### config.mk
export PLATFORM = sky130hd
export DESIGN_NAME = motpwm
export DESIGN_NICKNAME = d
export VERILOG_FILES = /design/src/rtl/drone_pkg.sv /design/src/rtl/motpwm_chan.sv /design/src/rtl/motpwm.sv
export SDC_FILE = /design/constraint.sdc
export NUM_CORES = 1
export LEC_CHECK = 0
export CAP_MARGIN = 20
export CORE_ASPECT_RATIO = 1.25
export CORE_MARGIN = 2
export CORE_UTILIZATION = 30
export DETAILED_ROUTE_END_ITERATION = 12
export PLACE_DENSITY = 0.57
export SYNTH_ARGS = -nofsm -noshare
export SYNTH_HDL_FRONTEND = slang
export SYNTH_SLANG_ARGS = --single-unit
export TNS_END_PERCENT = 5
### constraint.sdc
create_clock -name clk -period 10.5 [get_ports clk]
set_input_delay 3.15 -clock clk [delete_from_list [all_inputs] [get_ports clk]]
set_output_delay 3.15 -clock clk [all_outputs]
set_load 0.03 [all_outputs]
### src/rtl/drone_pkg.sv
`default_nettype none
// +----------------------------------------------------------------------+
// | drone_pkg : types and constants shared by the drone control stages   |
// | Revision  : 1.0                                                      |
// +----------------------------------------------------------------------+
package drone_pkg;

  typedef logic signed [15:0] rpm_t;

  typedef enum logic [1:0] {
    DISARMED = 2'd0,
    ARMING   = 2'd1,
    ARMED    = 2'd2
  } arm_state_t;

  // Per-edge duty command broadcast from the arming FSM to every channel
  typedef enum logic [1:0] {
    DUTY_HOLD = 2'd0,
    DUTY_ZERO = 2'd1,
    DUTY_IDLE = 2'd2,
    DUTY_SLEW = 2'd3
  } duty_cmd_t;

  localparam int MOT_L  = 0;
  localparam int MOT_R  = 1;
  localparam int MOT_F  = 2;
  localparam int MOT_RV = 3;

  function automatic logic signed [16:0] clamp_sym(input logic signed [16:0] v,
                                                   input logic signed [16:0] lim);
    if (v > lim) begin
      return lim;
    end else if (v < -lim) begin
      return -lim;
    end
    return v;
  endfunction

endpackage
`default_nettype wire

### src/rtl/motpwm_chan.sv
`default_nettype none
// +----------------------------------------------------------------------+
// | motpwm_chan : one motor channel - target clamp, slewed duty, compare |
// | Revision    : 1.0                                                    |
// +----------------------------------------------------------------------+
module motpwm_chan
  import drone_pkg::*;
#(
  parameter int PERIOD    = 1000,
  parameter int IDLE_DUTY = 50,
  parameter int SLEW_MAX  = 20,
  parameter int CW        = $clog2(PERIOD)
) (
  input  logic            clk,
  input  logic            resetn,
  input  logic            boundary_i,
  input  duty_cmd_t       cmd_i,
  input  logic            run_i,
  input  logic [CW-1:0]   cnt_i,
  input  rpm_t            mot_set_i,
  output logic            pwm_o,
  output logic            sat_o
);

  localparam logic signed [16:0] c_FULL = 17'(PERIOD);
  localparam logic signed [16:0] c_IDLE = 17'(IDLE_DUTY);
  localparam logic signed [16:0] c_SLEW = 17'(SLEW_MAX);

  logic signed [16:0] duty_q, duty_d;
  logic               sat_q, sat_d;
  logic               pwm_q, pwm_d;
  logic signed [16:0] w_set;
  logic signed [16:0] w_tgt;
  logic               w_clip;
  logic signed [16:0] w_step;

  always_comb begin
    w_set  = {mot_set_i[15], mot_set_i};
    w_tgt  = w_set;
    w_clip = 1'b0;
    if (w_set < 0) begin
      w_tgt  = '0;
      w_clip = 1'b1;
    end else if (w_set > c_FULL) begin
      w_tgt  = c_FULL;
      w_clip = 1'b1;
    end
    w_step = clamp_sym(w_tgt - duty_q, c_SLEW);
  end

  // cnt_i is the counter value of the coming cycle, so the pulse lines up with cnt
  always_comb begin
    duty_d = duty_q;
    sat_d  = sat_q;
    if (boundary_i) begin
      sat_d = w_clip;
    end
    unique case (cmd_i)
      DUTY_ZERO: duty_d = '0;
      DUTY_IDLE: duty_d = c_IDLE;
      DUTY_SLEW: duty_d = duty_q + w_step;
      default:   duty_d = duty_q;
    endcase
    pwm_d = run_i && ($signed(17'(cnt_i)) < duty_d);
  end

  always_ff @(posedge clk or negedge resetn) begin
    if (!resetn) begin
      duty_q <= '0;
      sat_q  <= 1'b0;
      pwm_q  <= 1'b0;
    end else begin
      duty_q <= duty_d;
      sat_q  <= sat_d;
      pwm_q  <= pwm_d;
    end
  end

  assign pwm_o = pwm_q;
  assign sat_o = sat_q;

endmodule
`default_nettype wire

### src/rtl/motpwm.sv
`default_nettype none
// +----------------------------------------------------------------------+
// | motpwm   : four-channel ESC PWM driver with arming and slew limiting |
// | Revision : 1.0                                                       |
// +----------------------------------------------------------------------+
module motpwm
  import drone_pkg::*;
#(
  parameter int PERIOD      = 1000,
  parameter int IDLE_DUTY   = 50,
  parameter int ARM_PERIODS = 8,
  parameter int SLEW_MAX    = 20
) (
  input  logic       clk,
  input  logic       resetn,
  input  logic       arm,
  input  rpm_t       mot_set [4],
  output logic [3:0] pwm_out,
  output logic       armed,
  output logic [3:0] sat,
  output logic       period_start
);

  localparam int CW  = (PERIOD > 1) ? $clog2(PERIOD) : 1;
  localparam int ACW = $clog2(ARM_PERIODS + 1);
  localparam logic [CW-1:0]  c_LAST     = CW'(PERIOD - 1);
  localparam logic [ACW-1:0] c_ARM_LAST = ACW'(ARM_PERIODS - 1);

  arm_state_t     state_q, state_d;
  logic [CW-1:0]  cnt_q, cnt_d;
  logic [ACW-1:0] arm_cnt_q, arm_cnt_d;
  logic           period_start_q;
  logic           armed_q;
  logic           w_boundary;
  logic           w_run;
  duty_cmd_t      w_cmd;

  assign w_boundary = (cnt_q == c_LAST);
  assign cnt_d      = w_boundary ? '0 : cnt_q + CW'(1);
  assign w_run      = (state_d != DISARMED);

  // Disarm acts on any edge; every other transition waits for the period boundary
  always_comb begin
    state_d   = state_q;
    arm_cnt_d = arm_cnt_q;
    w_cmd     = DUTY_HOLD;
    if (!arm) begin
      state_d = DISARMED;
      w_cmd   = DUTY_ZERO;
    end else if (w_boundary) begin
      unique case (state_q)
        DISARMED: begin
          state_d   = ARMING;
          arm_cnt_d = '0;
          w_cmd     = DUTY_IDLE;
        end
        ARMING: begin
          if (arm_cnt_q == c_ARM_LAST) begin
            state_d = ARMED;
            w_cmd   = DUTY_SLEW;
          end else begin
            arm_cnt_d = arm_cnt_q + ACW'(1);
          end
        end
        ARMED:   w_cmd = DUTY_SLEW;
        default: begin
          state_d = DISARMED;
          w_cmd   = DUTY_ZERO;
        end
      endcase
    end
  end

  always_ff @(posedge clk or negedge resetn) begin
    if (!resetn) begin
      state_q        <= DISARMED;
      cnt_q          <= '0;
      arm_cnt_q      <= '0;
      period_start_q <= 1'b0;
      armed_q        <= 1'b0;
    end else begin
      state_q        <= state_d;
      cnt_q          <= cnt_d;
      arm_cnt_q      <= arm_cnt_d;
      period_start_q <= (cnt_d == '0);
      armed_q        <= (state_d == ARMED);
    end
  end

  assign period_start = period_start_q;
  assign armed        = armed_q;

  for (genvar i = 0; i < 4; i++) begin : g_chan
    motpwm_chan #(
      .PERIOD   (PERIOD),
      .IDLE_DUTY(IDLE_DUTY),
      .SLEW_MAX (SLEW_MAX),
      .CW       (CW)
    ) u_chan (
      .clk       (clk),
      .resetn    (resetn),
      .boundary_i(w_boundary),
      .cmd_i     (w_cmd),
      .run_i     (w_run),
      .cnt_i     (cnt_d),
      .mot_set_i (mot_set[i]),
      .pwm_o     (pwm_out[i]),
      .sat_o     (sat[i])
    );
  end

endmodule
`default_nettype wire

==> metrics.yaml, run 1 <==
cts_buffer_depth: 2
dp_hpwl_um: 32000
cpPeakStageDelay_ns: 0.48
grt_max_degree: 70
cp-endpoint: "g_chan[0].u_chan.pwm_o"
cp-end-kind: "flip-flop"
max_freq_mhz: 98.8
multi_input_area_mm2: 0.0109
grt_pass1_wl_um: 65600
synth.area.top_cells: "dfrtp_1, ha_1, a21oi_1"
vias: 14000
fin_crit_sh_pct: 96.4
h-tree-depth: 3
cpLargestDelayFamily: "compound AO/OA/AOI/OAI gates"
die_h_um: 241
total_power_w: 0.00107
synth-main-ff-cell: "dfrtp_1"
hold_viol: 0
synth_top_cell_area_share_pct: 17.5
status: "complete, no violations"
arrival_ns: 10.38
cts_root_buffer: "clkbuf_16"
r2r_slack_ns: 3.75
setup_viol: 0
r2r_start: "g_chan[0].u_chan.duty_q[0]"
wl_per_cell_um: 15.3
irDropWorstVdd_mv: 0.0646
hold_start: "g_chan[3].u_chan.sat_o"
period_needed_ns: 10.12
cap_violations: 0
leakage_nw: 8.18
grt_pass1_vias: 13500
worst_slack_ns: 0.381
pre_cts_slack_ns: -0.625
rsz0062_at_grt: "true"
nFillCells: 4516
finClkSkew_ns: 0.0166
synth_top_cell_by_area: "dfrtp_1"
antenna_cells: 0
path_clk_slew_ns: 0.08
ys_top_cells_by_count: "ha_1, nor2_1, inv_1"
cp.depth: 39
initial_core_util_pct: 30.5
hold_ws_ns: 0.506
yosysMostFrequentCell: "ha_1"
crit_path_start: "mot_set[54]"
ant_nets: 0
syn_inst: 1757
antenna_found_initial: 0
cts.sinks: 94
yosysSeqAreaShare_pct: 17.5
critical_path_required_ns: 10.76
rows: 86
core-area_mm2: 0.0442
grt_usage_pct: 16.8
ys_async_sr_fraction_pct: 100
die_x_um: 194
worst_pin_slew_ns: 1.13
dr.pass1.iters: 5
drive_gt1_share_pct: 21.1
finalWirelength_um: 40600
critPathMaxFanout: 4
critPathLaunchType: "input port"
path_class: "in2reg"
maxSlewHeadroom_pct: 24.3
crit_slowest_cell: "clkdlybuf4s50_1"
io_pins: 77
ys_warn_count: 0
ys_ff_latch: 94
cts_inserted_buffers: 9
crit_buf_inv: 5
avgSynthCellArea_um2: 7.67
syn2layout_area_growth_pct: 31.6
drtIter0Drc: 589
gp_congestion: 0.900
clk_latency_ns: 0.37
drc: 0
final_nets: 2318
cts_tree: "yes"
ctsHoldBuffers: 0
reg2reg_depth: 32
routed_via_density: 5.25
ys_types: 101
die_area_mm2: 0.0466
regArea_mm2: 0.00235
drv_slew: 0
reg2reg_to: "g_chan[0].u_chan.pwm_o"
syn_area_mm2: 0.0135
powerDensity_mw_per_mm2: 60.4
overflow: 0
min_path_type: "reg2reg"
portBuffers: 76
synth_edf_count: 0
==> worst reg2reg max path: cells and delay by family (launching register included) <==
family	cells	cell delay [ns]
compound gates	15	2.73
simple gates	9	1.69
fa+ha+maj	4	1.28
flops	1	0.46
buf+inv	3	0.33
xor+xnor	1	0.16
==> registers in the layout, summed over array words and instances, names as in the netlist <==
register	cells
arm_cnt_q	4
armed	1
cnt_q	10
g_chan.u_chan.duty_q	68
g_chan.u_chan.pwm_o	4
g_chan.u_chan.sat_o	4
period_start	1
state_q	2
==> power breakdown <==
part           internal, W  leakage, nW  total (W)  switching [W]
combinational     0.000176         6.76   0.000373       0.000197
clock             0.000168        0.139   0.000337       0.000169
sequential        0.000362         1.28   0.000362              0
==> placed cells by master (no fill, tap or decap), types with 18 or more instances in the layout <==
master and n:
o21ai_0 75, nor2b_1 31, a22oi_1 20, and2_1 19, nand2b_1 20, buf_4 280
a21oi_1 118, nand3_1 45, dfrtp_1 94, nand4_1 31, ha_1 153, xnor2_1 64
nor2_1 153, o21a_1 18, xor2_1 51, nand2_1 128, nor3_1 59, clkdlybuf4s50_1 70
inv_1 146, o211ai_1 18, conb_1 20, a21o_1 58
==> worst min-delay path by stage <==
stage	depth (start not counted)	endpoint	slack, ns
after global routing	2	g_chan[3].u_chan.sat_o	0.53
after global placement	2	g_chan[2].u_chan.sat_o	0.47
after floorplan	2	g_chan[0].u_chan.sat_o	0.44
after detailed placement	2	g_chan[1].u_chan.sat_o	0.49
after CTS	2	g_chan[1].u_chan.sat_o	0.51
final	2	g_chan[3].u_chan.sat_o	0.51
==> layout make-up <==
cell class                 instances  share of cell area (%)
multi-input combinational       1472                    61.7
timing repair buffer             356                    16.2
sequential                        94                    13.3
tap                              572                    4.04
inverter                         147                    3.11
clock buffer                      10                    1.29
clock inverter                     6                   0.332
==> routing by layer <==
layer  vias up  global-route usage (%)  wire (um)
li1       7040                       -          -
met1      6653                    20.2      17900
met2       211                    31.9      20900
met3        53                    1.17        924
met4         0                    5.44        863
met5         -                       0          0
==> cells by family (layout without fill, tap and decap cells) <==
kind of cell / Yosys count / count (layout) / share of synthesized area [%]
fa+ha+maj: 171 / 171 / 16.3
mux: 16 / 16 / 1.20
flops: 94 / 94 / 17.5
simple gates: 626 / 626 / 23.7
buf+inv: 210 / 519 / 6.15
xor+xnor: 120 / 120 / 8.00
other cells: 1 / 20 / 0.0278
compound gates: 519 / 519 / 27.2
==> metrics by stage <==
step	TNS (ns)	instances	utilization, %	instance area (um^2)
floorplan	0	1776	-	13500
global placement	-1.17	2622	37.8	16700
detailed placement	-1.56	2622	37.8	16700
CTS	0	2638	38.5	17000
global route	-0.321	2657	40.1	17700
finish	0	2657	40.1	17700
==> what timing repair did <==
action	4_1_cts	5_1_grt
endpoints found under the setup margin	2	6
buffers inserted	0	19
resized for setup	7	130
pin swaps	0	80
Power figures use the tool's default switching activity.
==> inputs of run 2 (changes only) <==
- SYNTH_HIERARCHICAL: default -> 1
==> metrics.yaml, run 2 <==
status: "complete, no violations"
postLayoutCellArea_mm2: 0.0197
top_layer: "met4"
leakage_nw: 8.76
initial_core_util_pct: 30.2
final_nets: 2521
top_regs: "g_chan.u_chan/duty_q x68, cnt_q x10"
p_switching_w: 0.000389
p_int_w: 0.000752
crit_slowest_cell: "or4_4"
critPathLaunchType: "input port"
io_pins: 77
die_x_um: 203
ant_nets: 0
synth.area.top_cells: "dfrtp_1, ha_1, a21oi_1"
synth-main-ff-cell: "dfrtp_1"
largest_register: "g_chan.u_chan/duty_q"
combPwrFrac_pct: 37.1
die_h_um: 253
cap_violations: 0
grt_max_degree: 60
wl_per_cell_um: 15.7
cts_tree: "yes"
drive_gt1_share_pct: 23.1
hold_viol: 0
portBuffers: 76
fin_crit_sh_pct: 98.2
critPathMaxFanout: 4
crit_buf_inv: 7
cp_common_cell: "buf_4"
p_seq_share_pct: 31.7
powerDensity_mw_per_mm2: 57.9
dp_hpwl_um: 36800
ys_types: 109
r2r_start: "g_chan[2].u_chan/duty_q[0]"
setup_tns_ns: 0
h-tree-depth: 3
dr_wl_met3_um: 1120
drt-met1-wl_um: 20300
core-area_mm2: 0.0491
vias: 15800
synth_edf_count: 0
ys_warn_count: 6
cts_inserted_buffers: 9
syn_area_mm2: 0.0148
syn2layout_area_growth_pct: 32.8
min_path_type: "reg2reg"
drv_slew: 0
synth_top_cell_area_share_pct: 15.9
syn_inst: 1931
routed_via_density: 5.37
setup_viol: 0
critical_path_required_ns: 10.77
cpLargestDelayFamily: "compound AO/OA/AOI/OAI gates"
final_cell_mix: "buf_4, inv_1, ha_1"
gp_congestion: 0.881
avgSynthCellArea_um2: 7.68
rows: 91
met2_length_um: 23300
antenna_found_initial: 0
cpPeakStageDelay_ns: 0.56
ys_ff_latch: 94
arrival_ns: 10.58
dpl-instance-area_mm2: 0.0183
irDropWorstVdd_mv: 0.0689
maxSlewHeadroom_pct: 19.8
max_freq_mhz: 97.0
yosysMostFrequentCell: "ha_1"
cp-end-kind: "flip-flop"
path_class: "in2reg"
finClkSkew_ns: 0.0197
ys_async_sr_fraction_pct: 100
clk_latency_ns: 0.38
overflow: 0
grt_usage_pct: 17.6
hold_start: "arm_cnt_q[1]"
cts.sinks: 94
drc: 0
drtIter0Drc: 685
cts_buffer_depth: 2
die_area_mm2: 0.0512
antenna_cells: 0
grt_pass1_vias: 15600
swShare_pct: 34.1
worst_pin_slew_ns: 1.20
synth_top_cell_by_area: "dfrtp_1"
grt_pass1_wl_um: 75100
crit_path_start: "mot_set[30]"
ctsHoldBuffers: 0
yosysSeqAreaShare_pct: 15.9
path_clk_slew_ns: 0.09
r2r_slack_ns: 3.62
cts_root_buffer: "clkbuf_16"
rsz0062_at_grt: "true"
dr.pass1.iters: 5
nFillCells: 5015
clkPwrFrac_pct: 31.2
period_needed_ns: 10.31
finalWirelength_um: 46200
ys_top_cells_by_count: "ha_1, inv_1, nor2_1"
final_common_cell: "buf_4"
largest_register_ffs: 68
-- run 2: changes by cell type in the layout (fill, tap and decap cells not counted), moves of 10 or more --
cell,before,now
buf_4,280,329
and2_1,19,53
xor2_1,51,22
o211ai_1,18,33
nor2_1,153,139
a22o_1,8,21
o21a_1,18,31
a31oi_1,2,14
inv_1,146,158
nor3_1,59,70
a211o_1,5,15
nor4_1,8,18
-- run 2: power groups by stage --
stage | registers, W | logic [W] | clock network [W]
detailed placement | 0.000369 | 0.000395 | 0
finish | 0.000362 | 0.000424 | 0.000356
floorplan | 0.000369 | 0.000239 | 0
CTS | 0.000362 | 0.000398 | 0.000371
global route | 0.000362 | 0.000465 | 0.000384
global placement | 0.000369 | 0.000390 | 0
-- run 2: cells by family after synthesis --
group,Yosys count,synth area share [%]
flip-flops,94,15.9
AO/OA/AOI/OAI,628,31.0
other,4,0.101
XOR/XNOR,88,5.33
buffers and inverters,243,6.74
multiplexers,18,1.33
AND/OR/NAND/NOR,686,24.8
adder cells (fa/ha/maj),170,14.8
-- run 2: cell type report --
type                       count  area [um^2]  area share, %
clock buffer                   9          225           1.14
clock inverter                 7         86.3          0.438
inverter                     160          601           3.05
multi-input combinational   1610        12300           62.5
sequential                    94         2350           11.9
tap                          651          815           4.14
timing repair buffer         409         3300           16.7
-- run 2: layer usage --
metal | track usage (%) | vias up
li1 | - | 7888
met1 | 21.3 | 7557
met2 | 32.3 | 265
met3 | 1.46 | 74
met4 | 6.51 | 0
met5 | 0 | -
-- run 2: worst min-delay path: cells and delay by family (launching register included) --
kind	cells	cell delay, ns
compound gates	1	0.06
flops	1	0.37
simple gates	1	0.05
-- run 2: final timing paths --
path,to,depth (start not counted)
setup / recovery,g_chan[2].u_chan/pwm_o,35
hold / removal,arm_cnt_q[1],2
setup reg to reg,g_chan[2].u_chan/pwm_o,30
hold reg to reg,arm_cnt_q[1],2
max in group asynchronous,g_chan[3].u_chan/sat_o,2
min in group asynchronous,g_chan[1].u_chan/duty_q[15],1
-- run 2: metrics by stage --
step | setup slack, ns | cells | util, % | hold slack [ns] | power, W
3_3_place_gp | -0.415 | 2893 | 37.4 | 0.499 | 0.000759
5_1_grt | -0.113 | 2940 | 40.1 | 0.545 | 0.00121
4_1_cts | -0.0162 | 2916 | 38.2 | 0.523 | 0.00113
2_1_floorplan | -0.119 | 1947 | - | 0.474 | 0.000608
6_report | 0.194 | 2940 | 40.1 | 0.517 | 0.00114
3_5_place_dp | -0.693 | 2894 | 37.4 | 0.504 | 0.000763
-- run 2: timing repair --
item	4_1_cts	5_1_grt
resized for setup	12	158
endpoints found under the setup margin	3	4
setup buffers	6	24
hold endpoints to repair	0	0
pin swaps	11	92
